[src/rtl/hazard_forward_ctrl_if.sv]
// ID-stage hazard inputs and EX-stage forwarding/stall controls between the pipeline and the
// hazard/forwarding controller.
interface hazard_forward_ctrl_if #(
    parameter int unsigned REG_W = 5,
    parameter int unsigned CNT_W = 16
);
    logic             id_valid;
    logic [REG_W-1:0] id_rs1;
    logic [REG_W-1:0] id_rs2;
    logic             id_use_rs1;
    logic             id_use_rs2;
    logic [REG_W-1:0] id_rd;
    logic             id_reg_we;
    logic             id_is_load;
    logic             mem_busy;
    logic [1:0]       fwd_a_sel;
    logic [1:0]       fwd_b_sel;
    logic             stall_if_id;
    logic             bubble_ex;
    logic             hold_all;
    logic [CNT_W-1:0] stall_count;

    modport master (
        output id_valid, id_rs1, id_rs2, id_use_rs1, id_use_rs2, id_rd, id_reg_we, id_is_load,
        output mem_busy,
        input  fwd_a_sel, fwd_b_sel, stall_if_id, bubble_ex, hold_all, stall_count
    );

    modport slave (
        input  id_valid, id_rs1, id_rs2, id_use_rs1, id_use_rs2, id_rd, id_reg_we, id_is_load,
        input  mem_busy,
        output fwd_a_sel, fwd_b_sel, stall_if_id, bubble_ex, hold_all, stall_count
    );
endinterface

[src/rtl/hazard_forward_ctrl.sv]
// EX-stage forwarding selects, load-use stall/bubble and memory-busy freeze for a 5-stage
// pipeline, driven from a private shadow copy of the EX/MEM/WB destinations.
module hazard_forward_ctrl #(
    parameter int unsigned REG_W = 5,
    parameter int unsigned CNT_W = 16
) (
    input  logic                 clock,
    input  logic                 reset_n,
    hazard_forward_ctrl_if.slave bus
);
    localparam logic [0:0] RUN  = 1'b0;
    localparam logic [0:0] HOLD = 1'b1;

    logic [0:0] state_q, state_d;

    // Shadow pipeline; source registers are only needed in EX.
    logic             ex_valid_q, ex_we_q, ex_load_q;
    logic [REG_W-1:0] ex_rs1_q, ex_rs2_q, ex_rd_q;
    logic             mem_valid_q, mem_we_q, mem_load_q;
    logic [REG_W-1:0] mem_rd_q;
    logic             wb_valid_q, wb_we_q, wb_load_q;
    logic [REG_W-1:0] wb_rd_q;

    logic [CNT_W-1:0] stall_count_q;

    logic       lu;
    logic       busy;
    logic       hold_all;
    logic       stall_if_id;
    logic       bubble_ex;
    logic [1:0] fwd_a_sel;
    logic [1:0] fwd_b_sel;

    function automatic logic [1:0] fwd_sel(
        input logic [REG_W-1:0] rs,
        input logic             m_valid,
        input logic             m_we,
        input logic             m_load,
        input logic [REG_W-1:0] m_rd,
        input logic             w_valid,
        input logic             w_we,
        input logic [REG_W-1:0] w_rd
    );
        // Load data is not ready in MEM; that case is covered by the load-use stall.
        if (m_valid && m_we && !m_load && (m_rd != '0) && (m_rd == rs)) begin
            return 2'b01;
        end
        if (w_valid && w_we && (w_rd != '0) && (w_rd == rs)) begin
            return 2'b10;
        end
        return 2'b00;
    endfunction

    always_comb begin
        fwd_a_sel = 2'b00;
        fwd_b_sel = 2'b00;
        if (ex_valid_q) begin
            fwd_a_sel = fwd_sel(ex_rs1_q, mem_valid_q, mem_we_q, mem_load_q, mem_rd_q,
                                wb_valid_q, wb_we_q, wb_rd_q);
            fwd_b_sel = fwd_sel(ex_rs2_q, mem_valid_q, mem_we_q, mem_load_q, mem_rd_q,
                                wb_valid_q, wb_we_q, wb_rd_q);
        end
    end

    always_comb begin
        lu = ex_valid_q && ex_load_q && ex_we_q && (ex_rd_q != '0) && bus.id_valid &&
             ((bus.id_use_rs1 && (bus.id_rs1 == ex_rd_q)) ||
              (bus.id_use_rs2 && (bus.id_rs2 == ex_rd_q)));
    end

    // Gated so every control output reads zero while reset is held, even with mem_busy high.
    assign busy = bus.mem_busy & reset_n;

    always_comb begin
        state_d     = state_q;
        hold_all    = 1'b0;
        stall_if_id = 1'b0;
        bubble_ex   = 1'b0;
        case (state_q)
            RUN: begin
                if (busy) begin
                    // Freeze wins over a coincident load-use; it is re-detected after HOLD.
                    hold_all = 1'b1;
                    state_d  = HOLD;
                end else begin
                    stall_if_id = lu;
                    bubble_ex   = lu;
                end
            end
            HOLD: begin
                hold_all    = 1'b1;
                stall_if_id = 1'b1;
                if (!bus.mem_busy) begin
                    state_d = RUN;
                end
            end
            default: state_d = RUN;
        endcase
    end

    always_ff @(posedge clock or negedge reset_n) begin
        if (!reset_n) begin
            state_q <= RUN;
        end else begin
            state_q <= state_d;
        end
    end

    always_ff @(posedge clock or negedge reset_n) begin
        if (!reset_n) begin
            ex_valid_q  <= 1'b0;
            ex_we_q     <= 1'b0;
            ex_load_q   <= 1'b0;
            ex_rs1_q    <= '0;
            ex_rs2_q    <= '0;
            ex_rd_q     <= '0;
            mem_valid_q <= 1'b0;
            mem_we_q    <= 1'b0;
            mem_load_q  <= 1'b0;
            mem_rd_q    <= '0;
            wb_valid_q  <= 1'b0;
            wb_we_q     <= 1'b0;
            wb_load_q   <= 1'b0;
            wb_rd_q     <= '0;
        end else if (!hold_all) begin
            ex_valid_q  <= bus.id_valid & ~bubble_ex;
            ex_we_q     <= bus.id_reg_we;
            ex_load_q   <= bus.id_is_load;
            ex_rs1_q    <= bus.id_rs1;
            ex_rs2_q    <= bus.id_rs2;
            ex_rd_q     <= bus.id_rd;
            mem_valid_q <= ex_valid_q;
            mem_we_q    <= ex_we_q;
            mem_load_q  <= ex_load_q;
            mem_rd_q    <= ex_rd_q;
            wb_valid_q  <= mem_valid_q;
            wb_we_q     <= mem_we_q;
            wb_load_q   <= mem_load_q;
            wb_rd_q     <= mem_rd_q;
        end
    end

    always_ff @(posedge clock or negedge reset_n) begin
        if (!reset_n) begin
            stall_count_q <= '0;
        end else if (stall_if_id && (stall_count_q != '1)) begin
            stall_count_q <= stall_count_q + CNT_W'(1);
        end
    end

    assign bus.fwd_a_sel   = fwd_a_sel;
    assign bus.fwd_b_sel   = fwd_b_sel;
    assign bus.stall_if_id = stall_if_id;
    assign bus.bubble_ex   = bubble_ex;
    assign bus.hold_all    = hold_all;
    assign bus.stall_count = stall_count_q;

    // WB load flag is carried for completeness of the shadow entry; forwarding from WB ignores it.
    logic unused_wb_load;
    assign unused_wb_load = wb_load_q;
endmodule

[src/flat_wrapper.sv]
// flat-port wrapper written by rule: the top's interface ports become plain ports
module hazard_forward_ctrl_flat 
#(
    parameter int unsigned REG_W = 5,
    parameter int unsigned CNT_W = 16
)
  (clock, reset_n, bus_id_valid, bus_id_rs1, bus_id_rs2, bus_id_use_rs1, bus_id_use_rs2, bus_id_rd, bus_id_reg_we, bus_id_is_load, bus_mem_busy, bus_fwd_a_sel, bus_fwd_b_sel, bus_stall_if_id, bus_bubble_ex, bus_hold_all, bus_stall_count);
  hazard_forward_ctrl_if #(.REG_W(REG_W), .CNT_W(CNT_W)) bus_i ();
  input  logic clock;
  input  logic reset_n;
  input wire logic [$bits(bus_i.id_valid)-1:0] bus_id_valid;
  input wire logic [$bits(bus_i.id_rs1)-1:0] bus_id_rs1;
  input wire logic [$bits(bus_i.id_rs2)-1:0] bus_id_rs2;
  input wire logic [$bits(bus_i.id_use_rs1)-1:0] bus_id_use_rs1;
  input wire logic [$bits(bus_i.id_use_rs2)-1:0] bus_id_use_rs2;
  input wire logic [$bits(bus_i.id_rd)-1:0] bus_id_rd;
  input wire logic [$bits(bus_i.id_reg_we)-1:0] bus_id_reg_we;
  input wire logic [$bits(bus_i.id_is_load)-1:0] bus_id_is_load;
  input wire logic [$bits(bus_i.mem_busy)-1:0] bus_mem_busy;
  output wire logic [$bits(bus_i.fwd_a_sel)-1:0] bus_fwd_a_sel;
  output wire logic [$bits(bus_i.fwd_b_sel)-1:0] bus_fwd_b_sel;
  output wire logic [$bits(bus_i.stall_if_id)-1:0] bus_stall_if_id;
  output wire logic [$bits(bus_i.bubble_ex)-1:0] bus_bubble_ex;
  output wire logic [$bits(bus_i.hold_all)-1:0] bus_hold_all;
  output wire logic [$bits(bus_i.stall_count)-1:0] bus_stall_count;
  assign bus_i.id_valid = bus_id_valid;
  assign bus_i.id_rs1 = bus_id_rs1;
  assign bus_i.id_rs2 = bus_id_rs2;
  assign bus_i.id_use_rs1 = bus_id_use_rs1;
  assign bus_i.id_use_rs2 = bus_id_use_rs2;
  assign bus_i.id_rd = bus_id_rd;
  assign bus_i.id_reg_we = bus_id_reg_we;
  assign bus_i.id_is_load = bus_id_is_load;
  assign bus_i.mem_busy = bus_mem_busy;
  assign bus_fwd_a_sel = bus_i.fwd_a_sel;
  assign bus_fwd_b_sel = bus_i.fwd_b_sel;
  assign bus_stall_if_id = bus_i.stall_if_id;
  assign bus_bubble_ex = bus_i.bubble_ex;
  assign bus_hold_all = bus_i.hold_all;
  assign bus_stall_count = bus_i.stall_count;
  hazard_forward_ctrl #(.REG_W(REG_W), .CNT_W(CNT_W)) u_core (.clock(clock), .reset_n(reset_n), .bus(bus_i));
endmodule
[config.mk]
export PLATFORM = sky130hd
export DESIGN_NAME = hazard_forward_ctrl_flat
export DESIGN_NICKNAME = d
export VERILOG_FILES = /design/src/rtl/hazard_forward_ctrl_if.sv /design/src/rtl/hazard_forward_ctrl.sv /design/src/flat_wrapper.sv
export SDC_FILE = /design/constraint.sdc
export NUM_CORES = 1
export LEC_CHECK = 0
export ABC_AREA = 1
export BUFFER_PORTS_ARGS = -buffer_cell sky130_fd_sc_hd__buf_4
export CAP_MARGIN = 10
export CELL_PAD_IN_SITES_DETAIL_PLACEMENT = 0
export CELL_PAD_IN_SITES_GLOBAL_PLACEMENT = 1
export CORE_UTILIZATION = 44
export DETAILED_ROUTE_END_ITERATION = 12
export GPL_TIMING_DRIVEN = 1
export HOLD_SLACK_MARGIN = 0.12
export PLACE_DENSITY = 0.86
export SLEW_MARGIN = 30
export SYNTH_ARGS = -nofsm -noshare
export SYNTH_HDL_FRONTEND = slang
export SYNTH_SLANG_ARGS = --single-unit
export TNS_END_PERCENT = 20
[constraint.sdc]
create_clock -name clock -period 2.5 [get_ports clock]
set_input_delay 0.5 -clock clock [delete_from_list [all_inputs] [get_ports clock]]
set_output_delay 0.5 -clock clock [all_outputs]
set_load 0.01 [all_outputs]
After elaboration in Yosys (flattened, before gate mapping) --
Cells that the tools add are included.
Storage, ports and cells: flip-flop bits (word level) 50, input port bits 23, output and inout port bits 23, word-level logic and storage cells 76
Cells by class: add/sub/neg operators 1, equality and inequality tests 7, multiplexer cells 27, bitwise logic cells 4, reductions and logical operators 22
Operators with widths (number):
- $eq 5x5->1 | 6
- $mux 2 | 10
- $logic_and 1x1->1 | 17
- $add 16x1->16 const B | 1
- $ne 16x16->1 const B | 1
- $reduce_bool 5->1 | 3
- $mux 1 | 14
- $pmux 1 s2 | 3
- $and 1x1->1 | 2
- $not 1->1 | 2
- $logic_not 1->1 | 1
- $logic_or 1x1->1 | 1

Logic depth before layout (Yosys ltp) --
depth in word-level cells 11, depth in mapped cells 12

Least setup slack after synthesis --
OpenSTA, ideal clock, no wires.
path type input-to-output, start point input port bus_id_rs1[0], end point output port bus_stall_if_id, data arrival time 1.242 ns, slack 0.758 ns, cell stages on the path 10, buffers on the path 2, path through inv_1 -> nand2_1 -> nand2_1 -> nor2_1 -> nand3_1 -> nand2_1 -> nand2_1 -> nand2_2 -> buf_6 -> buf_6
Between the ends: longest elaborated chain between the ends 6
Ends and longest elaborated chain:
- from (decl) | line flat_wrapper.sv:12 | input wire logic [$bits(bus_i.id_rs1)-1:0] bus_id_rs1;
- $eq 5x5->1 | line hazard_forward_ctrl.sv:67 | ((bus.id_use_rs1 && (bus.id_rs1 == ex_rd_q)) ||
- $logic_and 1x1->1 | line hazard_forward_ctrl.sv:67
- $logic_or 1x1->1 | line hazard_forward_ctrl.sv:67
- $logic_and 1x1->1 | line hazard_forward_ctrl.sv:66 | lu = ex_valid_q && ex_load_q && ex_we_q && (ex_rd_q != '0) && bus.id_valid &&
- $mux 1 | line hazard_forward_ctrl.sv:81 | if (busy) begin
- $pmux 1 s2 | line hazard_forward_ctrl.sv:79 | case (state_q)
- to (decl) | line flat_wrapper.sv:22 | output wire logic [$bits(bus_i.stall_if_id)-1:0] bus_stall_if_id;
Every way passes these cells.

Final worst setup path --
start point register u_core.mem_rd_q[1], end point output port bus_fwd_b_sel[1]
Between the ends: longest elaborated chain between the ends 7, elaborated cells on any way between the ends 8, those cells by class eq/ne (1); mux (4); reduce/logical (3)
Ends and longest elaborated chain:
- from (decl) | line hazard_forward_ctrl.sv:20 | logic [REG_W-1:0] mem_rd_q;
- from (signal assigned) | line hazard_forward_ctrl.sv:135 | mem_rd_q <= ex_rd_q;
- $reduce_bool 5->1 | line hazard_forward_ctrl.sv:45 | if (m_valid && m_we && !m_load && (m_rd != '0) && (m_rd == rs)) begin
- $logic_and 1x1->1 | line hazard_forward_ctrl.sv:45
- $logic_and 1x1->1 (*) | line hazard_forward_ctrl.sv:45
- $mux 1 (*) | line hazard_forward_ctrl.sv:45
- $mux 1 (*) | line hazard_forward_ctrl.sv:57 | if (ex_valid_q) begin
- $mux 2 (*) | line hazard_forward_ctrl.sv:48 | if (w_valid && w_we && (w_rd != '0) && (w_rd == rs)) begin
- $mux 2 (*) | line hazard_forward_ctrl.sv:57
- to (decl) | line flat_wrapper.sv:21 | output wire logic [$bits(bus_i.fwd_b_sel)-1:0] bus_fwd_b_sel;
Mark *: on every way between the ends. The rest lies on a longest branch, timed or not. The select of a mux whose other input is x is not followed.

==> run_results.csv <==
group,metric,value,unit
floorplan,die-area,6660,µm²
global_routing,antenna_found_initial,0,
floorplan,die_y,81.6,µm
sta,rsz0062_at_grt,"false",
power,irDropWorstVdd,0.000331,V
final_layout,diodes,0,
critical_path,worst-path-max-fanout,5,
critical_path,ff2ff_setup_slack,690,ps
sta,setup_viol,0,
sta,fin_skew,8.33,ps
floorplan,die_x,81.6,µm
clock_network,cts_root_buf,"clkbuf_8",
job,drv_cap,0,
final_layout,register_area,1250,µm²
synthesis,yosysTopAreaCellShare,44.8,%
place,dpl.hpwl,4490,µm
power,p_leak,1.66,nW
sta,fin_tns_setup,0,ps
sta,period_needed,2070,ps
synthesis,syn_nets,390,
final_layout,nFillCells,579,
critical_path,critPathLaunch,"u_core.mem_rd_q[1]",
place,routabilityCongestion,0.815,
global_routing,grt_pass1_vias,2021,
synthesis,yosysSeqAreaShare,44.8,%
global_routing,grt_pass1_wl,10200,µm
clock_network,cts_tree,"done",
routing,firstDrtPassIters,4,
place,io_buffers,45,
critical_path,reg2reg_to,"u_core.bus.stall_count[11]",
routing,first_iter_violations,119,
clock_network,numCtsBuffers,5,
critical_path,arrival,1570,ps
critical_path,reg2reg_depth,9,
clock_network,insertion_delay,310,ps
sta,whs,319,ps
synthesis,ys_ff_latch,50,
final_layout,area_growth,17.1,%
sta,fmax,0.483,GHz
final_layout,mostFrequentLayoutCells,"nand2_1, dfrtp_1, buf_4",
clock_network,clock-sinks,50,
power,p_per_area,653,nW/µm²
critical_path,startpoint_type,"register",
synthesis,synth_area,2790,µm²
routing,routed_wl,6040,µm
routing,wl_per_cell,12.4,µm
clock_network,path_clk_slew,90,ps
routing,vias_per_cell,4.74,
synthesis,yosysUniqueCellTypes,23,
synthesis,synth_top_cell_by_area,"dfrtp_1",
global_routing,grt_usage,20.4,%
final_layout,layout_commonest_cell,"nand2_1",
power,total_power,2.13,mW
clock_network,hold_buffers,0,
clock_network,cts_buffer_depth,2,
critical_path,path_class,"register to output pin",
critical_path,crit_required,2000,ps
worst_hold_path,min_path_type,"input port to asynchronous set/reset pin",
critical_path,end_kind,"output pin",
sta,worstMarginPinSlew,637,ps
floorplan,core_area,6030,µm²
sta,max-slew-margin-rel,57.6,%
sta,drv_slew,0,
critical_path,r2r_start,"u_core.bus.stall_count[0]",
synthesis,syn_inst,366,
clock_network,post_cts_buffers,0,
final_layout,nets,434,
outcome,status,"complete, no violations",
floorplan,num_io_pins,46,
final_layout,drive_above_1_share,16.8,%
floorplan,initial_utilization,46.3,%
floorplan,fp-row-count,28,
clock_network,post_cts_resized,0,
final_layout,multiInputGateArea,1310,µm²
global_routing,grt_max_degree,51,
synthesis,synth_area_per_cell,7.62,µm²
synthesis,synthTopCellsByArea,"dfrtp_1, nand2_1, nand3_1, o21ai_0, inv_1",
routing,ant_nets,0,
synthesis,yosys_warnings,0,
global_routing,overflow,0,
sta,hold_violations,0,
sta,fin_crit_sh,82.9,%
routing,vias,2303,
routing,post-route-drc-count,0,
clock_network,htreeDepth,2,
[area by class of cell]
cell class	count	area share [%]
multi-input combinational	264	40.1
inverter	40	4.59
clock buffer	6	2.53
timing repair buffer	49	11.3
clock inverter	2	0.383
tap	75	2.87
sequential	50	38.3
[per-stage QoR]
stage | instance area, µm² | setup WS [ps] | instances | utilization, %
2_1_floorplan | 2790 | 758 | 366 | -
3_3_place_gp | 3170 | 629 | 478 | 52.7
3_5_place_dp | 3170 | 628 | 478 | 52.7
4_1_cts | 3270 | 414 | 486 | 54.2
5_1_grt | 3270 | 286 | 486 | 54.2
6_report | 3270 | 428 | 486 | 54.2
[sequential cells by signal, indices dropped and copies added, names as in the netlist]
register and flops:
u_core.bus.stall_count 16, u_core.ex_rd_q 5, u_core.ex_rs1_q 5, u_core.ex_rs2_q 5, u_core.mem_rd_q 5, u_core.wb_rd_q 5
u_core.ex_load_q 1, u_core.ex_valid_q 1, u_core.ex_we_q 1, u_core.mem_load_q 1, u_core.mem_valid_q 1, u_core.mem_we_q 1
u_core.state_q 1, u_core.wb_valid_q 1, u_core.wb_we_q 1
[critical path, cell delays in order (launching register included)]
cell	delay (ps)
dfrtp_1	450
nor2_1	120
nand4_1	100
nand4_1	150
inv_1	50
nand2_1	80
nand3_1	70
nor2_1	110
buf_4	130
[synth_stat cells (all sizes together)]
library cell and number:
nand3 32, xnor2 15, nand2 127, xor2 14
nor2 22, nor4 2, nor3 10, inv 40
clkbuf 6, o21a 1, nand4 9, ha 1
o21ai 31, buf 6, dfrtp 50
[power breakdown]
group / switching (mW) / internal, mW
Combinational: 0.290 / 0.252
Sequential: 0.162 / 0.939
Clock: 0.268 / 0.223
[worst max path at each step]
stage / depth (start not counted) / to / slack (ps)
2_1_floorplan: 10 / bus_stall_if_id / 760
3_3_place_gp: 10 / bus_bubble_ex / 630
3_5_place_dp: 9 / bus_bubble_ex / 630
4_1_cts: 6 / bus_fwd_a_sel[1] / 410
5_1_grt: 9 / bus_bubble_ex / 290
6_report: 8 / bus_fwd_b_sel[1] / 430
[routing by layer]
layer | wire (µm) | share of wire, % | track usage (%)
met5 | 0 | 0 | 0
met4 | 57 | 0.94 | 4.74
met3 | 220 | 3.6 | 3.33
met2 | 2470 | 41 | 27.8
met1 | 3290 | 54 | 32.8
[cells by family after synthesis]
logic type      after synthesis  synth area share (%)
fa+ha+maj                     1                 0.448
compound gates               32                  5.83
simple gates                202                  31.5
buf+inv                      52                  8.30
xor+xnor                     29                  9.10
flops                        50                  44.8
Power figures use the tool's default switching activity.
